--- config.mk ---
export PLATFORM = sky130hd
export DESIGN_NAME = clink_capture_ctrl
export DESIGN_NICKNAME = d
export VERILOG_FILES = /design/src/rtl/clink_capture_ctrl.sv
export SDC_FILE = /design/constraint.sdc
export NUM_CORES = 1
export LEC_CHECK = 0
export BUFFER_PORTS_ARGS = -buffer_cell sky130_fd_sc_hd__clkbuf_2
export CELL_PAD_IN_SITES_DETAIL_PLACEMENT = 0
export CELL_PAD_IN_SITES_GLOBAL_PLACEMENT = 2
export CORE_UTILIZATION = 31
export CTS_CLUSTER_DIAMETER = 40
export DETAILED_ROUTE_END_ITERATION = 10
export PLACE_DENSITY = 0.85
export SYNTH_ARGS = -nofsm -noshare
export SYNTH_HDL_FRONTEND = slang
export SYNTH_SLANG_ARGS = --single-unit
--- constraint.sdc ---
create_clock -name clk -period 4.78 [get_ports clk]
set_clock_uncertainty 0.2 [all_clocks]
set_input_delay 0.478 -clock clk [delete_from_list [all_inputs] [get_ports clk]]
set_output_delay 0.478 -clock clk [all_outputs]
set_load 0.05 [all_outputs]
--- src/rtl/clink_capture_ctrl.sv ---
// clink_capture_ctrl: CC1 trigger, frame wait and line/pixel geometry check for a 3-tap Camera Link X receiver.
// Optional watchdog enabled by defining CLINK_CAPTURE_TIMEOUT_EN.
module clink_capture_ctrl #(
    parameter int TAPS   = 3,
    parameter int LINE_W = 12,
    parameter int PX_W   = 14,
    parameter int TRIG_W = 16,
    parameter int TO_W   = 32
) (
    input  logic              clk,
    input  logic              reset,
    input  logic              start,
    input  logic              abort,
    input  logic [TRIG_W-1:0] trig_width,
    input  logic [LINE_W-1:0] exp_lines,
    input  logic [PX_W-1:0]   exp_px,
    input  logic [TO_W-1:0]   timeout_cycles,
    input  logic              fval,
    input  logic              lval,
    input  logic              dval,
    output logic              cc1,
    output logic              busy,
    output logic              image_end,
    output logic              frame_ok,
    output logic [3:0]        err,
    output logic [LINE_W-1:0] lines_seen
);
    typedef enum logic [2:0] {IDLE, TRIG, WAIT_FV, CAPTURE, DONE} state_t;

    state_t            state, state_n;
    logic              f_q, l_q, d_q, f_q2, l_q2;
    logic              f_rise, f_fall, l_fall, to_hit;
    logic [TRIG_W-1:0] tcnt;
    logic [PX_W-1:0]   px;
    logic [PX_W:0]     px_sum;
    logic [LINE_W-1:0] lines_inc, lines_fin;

    assign cc1  = state == TRIG;
    assign busy = state != IDLE;

`ifdef CLINK_CAPTURE_TIMEOUT_EN
    logic [TO_W-1:0] tocnt;

    // Restarts per WAIT_FV entry and per completed line, so it only catches stalls.
    always_ff @(posedge clk) begin
        if (reset || state == TRIG || (state == CAPTURE && l_fall))
            tocnt <= '0;
        else if (state == WAIT_FV || state == CAPTURE)
            tocnt <= tocnt + TO_W'(1);
    end

    assign to_hit = (state == WAIT_FV || state == CAPTURE) && timeout_cycles != '0 &&
                    tocnt == timeout_cycles - TO_W'(1);
`else
    logic unused_timeout;
    assign unused_timeout = ^timeout_cycles;
    assign to_hit = 1'b0;
`endif

    always_comb begin
        f_rise    = f_q & ~f_q2;
        f_fall    = ~f_q & f_q2;
        l_fall    = ~l_q & l_q2;
        px_sum    = {1'b0, px} + (PX_W+1)'(TAPS);
        lines_inc = &lines_seen ? lines_seen : lines_seen + LINE_W'(1);
        lines_fin = l_fall ? lines_inc : lines_seen;
        state_n   = state;
        if (abort && state != IDLE)
            state_n = IDLE;
        else
            case (state)
                IDLE:    state_n = start ? TRIG : IDLE;
                TRIG:    state_n = tcnt == TRIG_W'(1) ? WAIT_FV : TRIG;
                WAIT_FV: state_n = to_hit ? DONE : f_rise ? CAPTURE : WAIT_FV;
                CAPTURE: state_n = (f_fall || to_hit) ? DONE : CAPTURE;
                default: state_n = IDLE;
            endcase
    end

    always_ff @(posedge clk) begin
        if (reset)
            state <= IDLE;
        else
            state <= state_n;
    end

    always_ff @(posedge clk) begin
        if (reset) begin
            {f_q, l_q, d_q, f_q2, l_q2} <= '0;
            tcnt       <= '0;
            px         <= '0;
            err        <= '0;
            lines_seen <= '0;
            frame_ok   <= 1'b0;
            image_end  <= 1'b0;
        end else begin
            {f_q, l_q, d_q, f_q2, l_q2} <= {fval, lval, dval, f_q, l_q};
            image_end <= 1'b0;
            if (abort && state != IDLE) begin
                err[2]   <= 1'b1;
                frame_ok <= 1'b0;
            end else begin
                case (state)
                    IDLE: if (start) begin
                        err        <= '0;
                        lines_seen <= '0;
                        px         <= '0;
                        frame_ok   <= 1'b0;
                        tcnt       <= trig_width == '0 ? TRIG_W'(1) : trig_width;
                    end
                    TRIG: tcnt <= tcnt - TRIG_W'(1);
                    CAPTURE: begin
                        px <= l_fall ? '0 : (f_q & l_q & d_q) ? (px_sum[PX_W] ? '1 : px_sum[PX_W-1:0]) : px;
                        if (l_fall) begin
                            err[0]     <= err[0] | (px != exp_px);
                            lines_seen <= lines_inc;
                        end
                        if (f_fall || to_hit)
                            err[1] <= err[1] | (lines_fin != exp_lines);
                    end
                    DONE: begin
                        image_end <= 1'b1;
                        frame_ok  <= ~|err;
                    end
                    default: ;
                endcase
                if (to_hit)
                    err[3] <= 1'b1;
            end
        end
    end
endmodule

==> impl_metrics.tcl <==
set metrics [dict create \
    rsz0062_at_grt "false" \
    finalHoldViolations 0 \
    grt_pass1_wl_mm 17.9 \
    critPathBufInv 0 \
    ys_seq_elements 55 \
    viasPerCell 5.59 \
    synthFlopType "dfxtp_1" \
    setup_tns_ns 0 \
    num_rows 39 \
    hold_slack_ns 0.171 \
    routed-wl-met2_mm 4.91 \
    cts_buffer_depth 2 \
    slowest_stage "dfxtp_1" \
    antenna_found_initial 0 \
    clk_latency_ns 0.31 \
    portBuffers 67 \
    async_flop_share_pct 0 \
    area.growth.synth_to_final_pct 15.3 \
    top_layer "met4" \
    syn-mean-instance-area_um2 7.38 \
    synth_cell_types 69 \
    drtIter0Drc 226 \
    n_antenna_cell 0 \
    grt_max_degree 39 \
    place_congestion 0.817 \
    cts.hold.buffers_added 0 \
    final_nets 638 \
    place_inst 689 \
    wl_per_cell_um 15.9 \
    cts.clk_slew.worst_paths_ns 0.08 \
    arrival_ns 3.37 \
    cp_slowest_stage_delay_ns 0.88 \
    fin_crit_sh_pct 70.2 \
    final_util_pct 37.2 \
    cts_max_level 2 \
    min_period_ns 3.35 \
    ys_seq_area_share_pct 29.5 \
    finalWorstSetupSlack_ns 1.43 \
    slew_violations 0 \
    clock_sinks 55 \
    instances_no_fill 697 \
    netlist_area_mm2 0.00373 \
    p_per_area_mw_per_mm2 263 \
    outcome "finished, violations left" \
    fp.dieArea_mm2 0.0125 \
    grtUsageTotal_pct 17.9 \
    final_area_mm2 0.00430 \
    p_leak_nw 1.58 \
    drc_errors 4 \
    coreArea_mm2 0.0116 \
    first_global_vias 3451 \
    place_ws_ns 1.45 \
    dpl.hpwl_mm 8.04 \
    path_class "flop to flop" \
    cts_setup_buffers 0 \
    met3_length_um 584 \
    cts_tree "done" \
    path_delay_family "compound AO/OA/AOI/OAI gates" \
    irDropWorstVdd_v 0.000238 \
    pin_count 101 \
    critPathCaptureType "flop" \
    cts_buffers 5 \
    ys_warn_count 0 \
    cp.required_ns 4.80 \
    syn_inst 505 \
    syn_nets 590 \
    dr.pass1.iters 8 \
    drv_cap 0 \
    die_h_um 112 \
    path_cells "nand2_1 -> or2_0 -> a21o_1 -> a21oi_1 -> a31oi_1 -> a211oi_1" \
    ant_nets 0 \
    dieWidth_um 112 \
    finalSetupViolCount 0 \
    setup.worst_path.start_class "flop" \
    met1Wirelength_mm 5.51 \
    drt_wl_total_mm 11.1 \
    grt.overflow.total 0 \
    max_freq_mhz 298 \
    hold_class "primary input to flop" \
    start_util_pct 32.2 \
    fillerInstances 1223 \
    violations "design-rule violations" \
    drive_gt1_share_pct 17.0 \
    slew_headroom_pct 35.2 \
    clock-root-buffer "clkbuf_16" \
    finalPower_mw 1.13 \
    cts-resized-gates 0 \
    worst_pin_slew_ns 0.966 \
    num_vias 3894 \
    place_area_mm2 0.00414 \
    synth_edf_count 0 \
    crit_path_max_fanout 25 \
]
==> logic make-up after synthesis <==
kind of cell / synth area share, %
XOR/XNOR: 6.34
other: 0.101
flip-flops: 29.5
multiplexers: 0.537
buffers and inverters: 5.07
AO/OA/AOI/OAI: 25.8
AND/OR/NAND/NOR: 31.3
adder cells (fa/ha/maj): 1.34
==> worst register-to-register path, delay by kind of cell, from the launching register on <==
kind             cells  cell delay [ns]
AND/OR/NAND/NOR      2             0.61
flip-flops           1             0.88
AO/OA/AOI/OAI        4             1.57
==> cells in the final DEF, fill, tap and decap left out, types with 3 or more instances in the layout <==
master and n:
clkbuf_2 67, a21oi_1 59, dfxtp_1 55, nand2_1 49
nor2_1 44, o21ai_0 35, nor3_1 31, nand3_1 22
xnor2_1 16, inv_1 14, a211oi_1 14, xor2_1 11
nor4_1 9, nor2b_1 9, a31oi_1 9, and3_1 5
nand3b_1 5, and2_1 5, nand4_1 5, o32ai_1 5
o211ai_1 5, clkbuf_16 5, nand2b_1 4, o31ai_1 4
ha_1 4, nor3b_1 3, nor3_2 3, nor4_2 3
or3_1 3, buf_4 3
==> cell usage after synthesis, drive strengths merged, types with 6 or more instances <==
master / n / area, um2
a21oi: 59 / 295
nor3: 34 / 175
xor2: 11 / 96.3
xnor2: 16 / 140
nand3b: 6 / 48.8
nand4: 6 / 43.8
buf: 11 / 68.8
a31oi: 9 / 56.3
nor2b: 9 / 56.3
inv: 14 / 52.6
nand3: 23 / 120
nor4: 14 / 136
nor2: 44 / 165
o21ai: 36 / 180
dfxtp: 55 / 1100
a211oi: 14 / 105
nand2: 49 / 184
clkbuf: 18 / 67.6
==> where the power goes <==
part | total [mW] | leakage (nW) | switching, mW | internal [mW]
clock network | 0.404 | 0.0776 | 0.201 | 0.204
logic | 0.215 | 1.05 | 0.133 | 0.0824
registers | 0.510 | 0.448 | 0.0312 | 0.479
total | 1.13 | 1.58 | 0.365 | 0.765
==> final timing paths <==
path	cells past startpoint	slack, ns	endpoint	from
setup / recovery	6	1.43	px[13]$_SDFFE_PP0P_	state[0]$_SDFF_PP0_
hold / removal	2	0.17	d_q$_SDFF_PP0_	dval
setup reg to reg	6	1.43	px[13]$_SDFFE_PP0P_	state[0]$_SDFF_PP0_
hold reg to reg	2	0.28	tcnt[15]$_SDFFE_PP0P_	tcnt[15]$_SDFFE_PP0P_
==> flip-flops by register name, indices dropped and copies added (netlist names) <==
register	flops
d_q	1
err	3
f_q	1
f_q2	1
frame_ok	1
image_end	1
l_q	1
l_q2	1
lines_seen	12
px	14
state	3
tcnt	16
==> layout make-up <==
type / instances / area (um2) / area share (%)
sequential: 55 / 1100 / 25.6
inverter: 14 / 52.6 / 1.22
timing repair buffer: 70 / 358 / 8.33
clock buffer: 5 / 125 / 2.91
tap: 143 / 179 / 4.16
multi-input combinational: 407 / 2450 / 57.0
clock inverter: 3 / 33.8 / 0.786
==> layer usage <==
metal / global-route usage [%] / up-vias
met2: 26.6 / 104
met1: 25.7 / 1820
li1: - / 1959
met3: 3.32 / 11
met5: 0 / -
met4: 6.04 / 0
Power figures use the tool's default switching activity.
